### config.mk
export PLATFORM = sky130hd
export DESIGN_NAME = dom_and_pipe
export DESIGN_NICKNAME = d
export VERILOG_FILES = /design/src/rtl/dom_and_pipe.sv
export SDC_FILE = /design/constraint.sdc
export NUM_CORES = 1
export LEC_CHECK = 0
export CORE_MARGIN = 2
export CORE_UTILIZATION = 43
export DETAILED_ROUTE_END_ITERATION = 6
export GPL_ROUTABILITY_DRIVEN = 0
export PLACE_DENSITY = 0.75
export SYNTH_ARGS = -nofsm -noshare
export SYNTH_HDL_FRONTEND = slang
export SYNTH_SLANG_ARGS = --single-unit
export TNS_END_PERCENT = 1
### constraint.sdc
create_clock -name clk -period 0.9 [get_ports clk]
set_input_delay 0.09 -clock clk [delete_from_list [all_inputs] [get_ports clk]]
set_output_delay 0.09 -clock clk [all_outputs]
set_load 0.02 [all_outputs]
### src/rtl/dom_and_pipe.sv
// Pipelined domain-oriented masked AND: z = x & y over SHARES shares.
// Stage 1 registers every cross-domain product as a glitch barrier; stage 2 compresses per domain.

module dom_and_domain #(
  parameter int SHARES = 2,
  parameter int WIDTH  = 4
) (
  input  logic                           clk,
  input  logic                           rst_n,
  input  logic                           ld1,
  input  logic                           ld2,
  input  logic [WIDTH-1:0]               xi,
  input  logic [SHARES-1:0][WIDTH-1:0]   y,
  input  logic [SHARES-1:0][WIDTH-1:0]   m,
  output logic [WIDTH-1:0]               zi
);
  logic [SHARES-1:0][WIDTH-1:0] d_n, d_q;
  logic [SHARES:0][WIDTH-1:0]   acc;

  assign acc[0] = '0;

  // m carries r_p for cross-domain terms and zero on the diagonal
  for (genvar j = 0; j < SHARES; j++) begin : g_term
    assign d_n[j]   = (xi & y[j]) ^ m[j];
    assign acc[j+1] = acc[j] ^ d_q[j];
  end

  always_ff @(posedge clk or negedge rst_n) begin
    if (!rst_n)   d_q <= '0;
    else if (ld1) d_q <= d_n;
  end

  always_ff @(posedge clk or negedge rst_n) begin
    if (!rst_n)   zi <= '0;
    else if (ld2) zi <= acc[SHARES];
  end
endmodule

module dom_and_pipe #(
  parameter int SHARES = 2,
  parameter int WIDTH  = 4,
  parameter int NRAND  = WIDTH * SHARES * (SHARES - 1) / 2
) (
  input  logic                      clk,
  input  logic                      rst_n,
  input  logic [SHARES*WIDTH-1:0]   x_sh,
  input  logic [SHARES*WIDTH-1:0]   y_sh,
  input  logic [NRAND-1:0]          r,
  input  logic                      in_valid,
  output logic                      in_ready,
  output logic [SHARES*WIDTH-1:0]   z_sh,
  output logic                      out_valid,
  input  logic                      out_ready
);
  localparam int STAGES = 2;
  localparam int NPAIR  = SHARES * (SHARES - 1) / 2;

  // lexicographic index of pair (a,b), a<b
  function automatic int pidx(input int a, input int b);
    return a * SHARES - a * (a + 1) / 2 + b - a - 1;
  endfunction

  logic [SHARES-1:0][WIDTH-1:0]              xs, ys, zs;
  logic [NPAIR-1:0][WIDTH-1:0]               rs;
  logic [SHARES-1:0][SHARES-1:0][WIDTH-1:0]  mask;
  logic [STAGES:1]                           vld_q;
  logic [STAGES:0]                           vld_pipe;
  logic                                      en, ld1, ld2;

  assign xs   = x_sh;
  assign ys   = y_sh;
  assign rs   = r;
  assign z_sh = zs;

  assign vld_pipe  = {vld_q, in_valid};
  assign out_valid = vld_pipe[STAGES];
  assign en        = ~vld_pipe[STAGES] | out_ready;
  assign in_ready  = en;
  assign ld1       = en & vld_pipe[0];
  assign ld2       = en & vld_pipe[1];

  always_ff @(posedge clk or negedge rst_n) begin
    if (!rst_n)  vld_q <= '0;
    else if (en) vld_q <= vld_pipe[STAGES-1:0];
  end

  // d_ij and d_ji share the same r_p
  for (genvar i = 0; i < SHARES; i++) begin : g_mrow
    for (genvar j = 0; j < SHARES; j++) begin : g_mcol
      if (i == j) begin : g_diag
        assign mask[i][j] = '0;
      end else begin : g_cross
        localparam int P = (i < j) ? pidx(i, j) : pidx(j, i);
        assign mask[i][j] = rs[P];
      end
    end
  end

  for (genvar i = 0; i < SHARES; i++) begin : g_dom
    dom_and_domain #(.SHARES(SHARES), .WIDTH(WIDTH)) u_dom (
      .clk   (clk),
      .rst_n (rst_n),
      .ld1   (ld1),
      .ld2   (ld2),
      .xi    (xs[i]),
      .y     (ys),
      .m     (mask[i]),
      .zi    (zs[i])
    );
  end
endmodule

=== Word level (Yosys, flattened, before mapping) ===
Cells that the tools add are included.

* Bits in registers: 26
* Latch bits: 0
* Bits in writable memories: 0
* ROM bits: 0
* Bits of input ports: 24
* Output and inout bits: 10
* Logic and storage cells: 19
* Memories: 0

* $add $sub $neg: 0
* $mul: 0
* Divide/modulo/power cells: 0
* Order comparisons: 0
* Eq/ne operators: 0
* Shift-type cells: 0
* Muxes and demuxes: 0
* Bitwise operators: 12
* Reduce and logical (&&, ||, !) cells: 0

{| class="wikitable"
|+ Operator list
! operator !! number
|-
| $and A4 B4 Y4 || 4
|-
| $xor A4 B4 Y4 || 4
|-
| $and A1 B1 Y1 || 2
|-
| $not A1 Y1 || 1
|-
| $or A1 B1 Y1 || 1
|}

=== Logic depth before layout (Yosys ltp) ===
* Depth in word-level cells: 3
* Mapped depth: 5
* Mapped depth without buffers: 3

=== Cells and area by module ===
A second synthesis with hierarchy kept.

* Cell total of the unflattened synthesis: 126
* Area total of the unflattened synthesis: 1,368.8 um2

{| class="wikitable"
|+ Modules (own cells, without submodules)
! module !! instances !! cells an instance !! area each (um2)
|-
| dom_and_domain || 2 || 59 || 631.9
|-
| dom_and_pipe || 1 || 8 || 105.1
|}

=== Worst setup path after synthesis ===
OpenSTA, ideal clock, no wires.

* Path kind: flip-flop to flip-flop
* Start: register vld_q[2] in the netlist's numbering
* End: register g_dom[0].u_dom.d_q[4] in the netlist's numbering
* Setup time: 0.122 ns
* Data arrival time: 1.049 ns
* Required time: 0.778 ns
* Path slack: -0.272 ns
* Stages on the path, launching flop included: 6
* Clock period less this slack: 1.172 ns
* Cells stage by stage: dfrtp_1 -> nand2b_4 -> buf_6 -> buf_4 -> a21oi_1 -> a21oi_2

* Cells in the longest elaborated chain, start to end: 3

{| class="wikitable"
|+ RTL lines
! element !! RTL line !! RTL
|-
| start, declared || 66 || <nowiki>logic [STAGES:1] vld_q;</nowiki>
|-
| start signal, assigned || 84 || <nowiki>else if (en) vld_q <= vld_pipe[STAGES-1:0];</nowiki>
|-
| $not A1 Y1 || 77 || <nowiki>assign en = ~vld_pipe[STAGES] | out_ready;</nowiki>
|-
| $or A1 B1 Y1 || 77 ||
|-
| net in_ready || 50 || <nowiki>output logic in_ready,</nowiki>
|-
| $and A1 B1 Y1 || 79 || <nowiki>assign ld1 = en & vld_pipe[0];</nowiki>
|-
| end signal, assigned || 30 || <nowiki>else if (ld1) d_q <= d_n;</nowiki>
|-
| end, declared || 17 || <nowiki>logic [SHARES-1:0][WIDTH-1:0] d_n, d_q;</nowiki>
|}

The timed path passes the listed nets, and every way through them passes these cells.
A chain may end at the register's enable or synchronous reset.

=== Worst setup path after layout ===
* Start: register vld_q[2] in the netlist's numbering
* End: register g_dom[1].u_dom.d_q[7] in the netlist's numbering

* Cells in the longest elaborated chain, start to end: 3

{| class="wikitable"
|+ RTL lines
! element !! RTL line
|-
| $not A1 Y1 || 77
|-
| $or A1 B1 Y1 || 77
|-
| $and A1 B1 Y1 || 79
|-
| end signal, assigned || 30
|-
| end, declared || 17
|}

Every way passes these cells.

==> metrics.csv <==
metric;value;unit
status;finished with violations;
failing checks;negative setup slack;
DR vias;1007;
Die ar.;3511;sq um
Slew Limit Fails;0;
Hold WS;0.1044;ns
startpoint types;register;
pwr/cell area;1955;nW/um^2
synth unique cells;20;
Final ANT Viol Nets;0;
Setup-failing EPs final;36;
RSZ-0062 raised after global routing;yes;
gate count after technology mapping;120;
crit path max fanout;8;
GRT overflow;0;
Ports;34;
core box area;2978;sq um
min Tclk post-route;1.104;ns
overall power;3.628;mW
fin crit share;122.7;%
Worst Tran Pin Value;0.2930;ns
n_diodes;0;
die height;59.25;microns
CP Capture Type;register;
port bufs;33;
row cnt;20;
initial DRC count;25;
Setup WS post-layout;-0.2043;ns
Max-cap violations;0;
warnings from Yosys;0;
final hold violations;0;
Worst IR Drop VDD;827.2;uV
all-layer global routing usage;17.28;%
layout cells sized above 1;41.07;%
flops & latches, synth;26;
Clock Skew;0.009128;ns
WL final;2594;microns
most frequent cells in the layout;27 x a21oi_2, 25 x dfrtp_1, 23 x clkdlybuf4s50_1;
H-tree Lvls;1;
synthesized area;1313;sq um
clock net sink count;26;
vias in the first global route;1108;
Max Root-Sink Buffers;2;
TritonCTS Buffers;3;
worst-skew pair later-pin latency;0.32;ns
Final TNS setup;-5.523;ns
Clock Pin Slew Worst Setup and Hold Paths;0.14;ns
synthesized net count;144;
CTS tree;done;
P_leak;0.7527;nW
DIE WIDTH;59.25;microns
min-delay worst type;input port to async pin;
Area Overhead vs Synth;41.37;%
DRT Pass-1 Iters;4;
critical path arrival;1.32;ns
Final Util;62.31;%
Layout Nets;193;
DP HPWL;1927;microns
wire length per cell;12.91;microns
clk root buf;clkbuf_4;
largest net degree at the start of global routing;27;
DRC Markers;0;
Initial Util;44.08;%
Fmax achieved;905.5;MHz
critical path required time;1.12;ns
initial antenna violation count;0;
CP Class;register to register;
DR vias/cell;5.010;
first-pass GRT wire length;4595;microns
Slew HR;80.40;%
syn_area_per_cell;10.94;sq um
commonest non-fill, non-tap cell in the layout;a21oi_2;
register area share after synthesis;49.57;%
final timing paths:
kind | start | to | slack (ns) | depth (start not counted)
max | vld_q[2]$_DFFE_PN0P_ | g_dom[1].u_dom.d_q[7]$_DFFE_PN0P_ | -0.20 | 4
min | rst_n | g_dom[1].u_dom.d_q[4]$_DFFE_PN0P_ | 0.10 | 2
max reg2reg | vld_q[2]$_DFFE_PN0P_ | g_dom[1].u_dom.d_q[7]$_DFFE_PN0P_ | -0.20 | 4
min reg2reg | g_dom[0].u_dom.acc[4]$_DFFE_PN0P_ | g_dom[0].u_dom.acc[4]$_DFFE_PN0P_ | 0.55 | 2
max in group asynchronous | rst_n | vld_q[2]$_DFFE_PN0P_ | 0.64 | 2
min in group clk | x_sh[0] | g_dom[0].u_dom.acc[4]$_DFFE_PN0P_ | 0.35 | 3
synth_stat cells:
cell type / instances / area share (%)
dfrtp_1: 26 / 50
a21oi_1: 16 / 6.1
a21oi_2: 14 / 9.3
inv_1: 8 / 2.3
nand2_1: 8 / 2.3
nand4_1: 8 / 3.8
xnor2_1: 8 / 5.3
xor2_1: 8 / 5.3
o21ai_1: 6 / 2.3
buf_2: 3 / 1.1
buf_6: 3 / 2.6
a21oi_4: 2 / 2.5
and2_4: 2 / 1.3
o21ai_2: 2 / 1.3
buf_12: 1 / 1.5
buf_4: 1 / 0.57
clkbuf_1: 1 / 0.29
mux2_1: 1 / 0.86
nand2b_1: 1 / 0.48
nand2b_4: 1 / 1.0
sequential cells by signal, summed over array words and instances, names as in the netlist:
name / cells
g_dom.u_dom.acc: 8
g_dom.u_dom.d_q: 8
g_dom.u_dom.zi: 8
vld_q: 2
power by group:
part / total [mW] / switching, mW / internal (mW)
sequential: 1.59 / 0.176 / 1.42
combinational: 1.53 / 0.728 / 0.804
clock: 0.502 / 0.329 / 0.173
metrics by stage:
| step | setup slack (ns) | cells | area [sq um] |
|---|---|---|---|
| after global routing | -0.2462 | 201 | 1856 |
| after floorplan | -0.1873 | 120 | 1361 |
| final | -0.2043 | 201 | 1856 |
| after global placement | -0.4913 | 194 | 1799 |
| after detailed placement | -0.4952 | 194 | 1799 |
| after CTS | -0.2038 | 201 | 1829 |
timing repair:
| action | CTS | global route |
|---|---|---|
| endpoints found under the setup margin | 36 | 36 |
| setup buffers | 2 | 0 |
| gates resized for setup | 46 | 8 |
| gates cloned | 1 | 0 |
| hold buffers | 0 | 0 |
cell type report:
cell class / instances / area [sq um]
Clock buffer: 4 / 26.28
Timing Repair Buffer: 52 / 493.0
Sequential cell: 26 / 651.9
Inverter: 8 / 30.03
Tap cell: 33 / 41.29
Fill cell: 253 / 1122
Multi-Input combinational cell: 78 / 613.1
cells by family after synthesis:
logic type	Yosys count	synth area share (%)
simple gates	20	8.961
flops	26	49.57
xor+xnor	16	10.68
mux	1	0.8579
compound gates	40	21.54
buf+inv	17	8.389
worst max-delay path: stages (launching register included):
cell	delay, ns
dfrtp_2	0.44
nand2b_4	0.11
buf_6	0.14
and2_4	0.23
o21ai_1	0.08
routing by layer:
layer | global-route usage [%] | part of all wire (%)
met4 | 6.818 | 0
met1 | 19.72 | 43
met5 | 0 | 0
met3 | 1.528 | 3.4
met2 | 32.65 | 53
(Power assumes the default switching activity.)
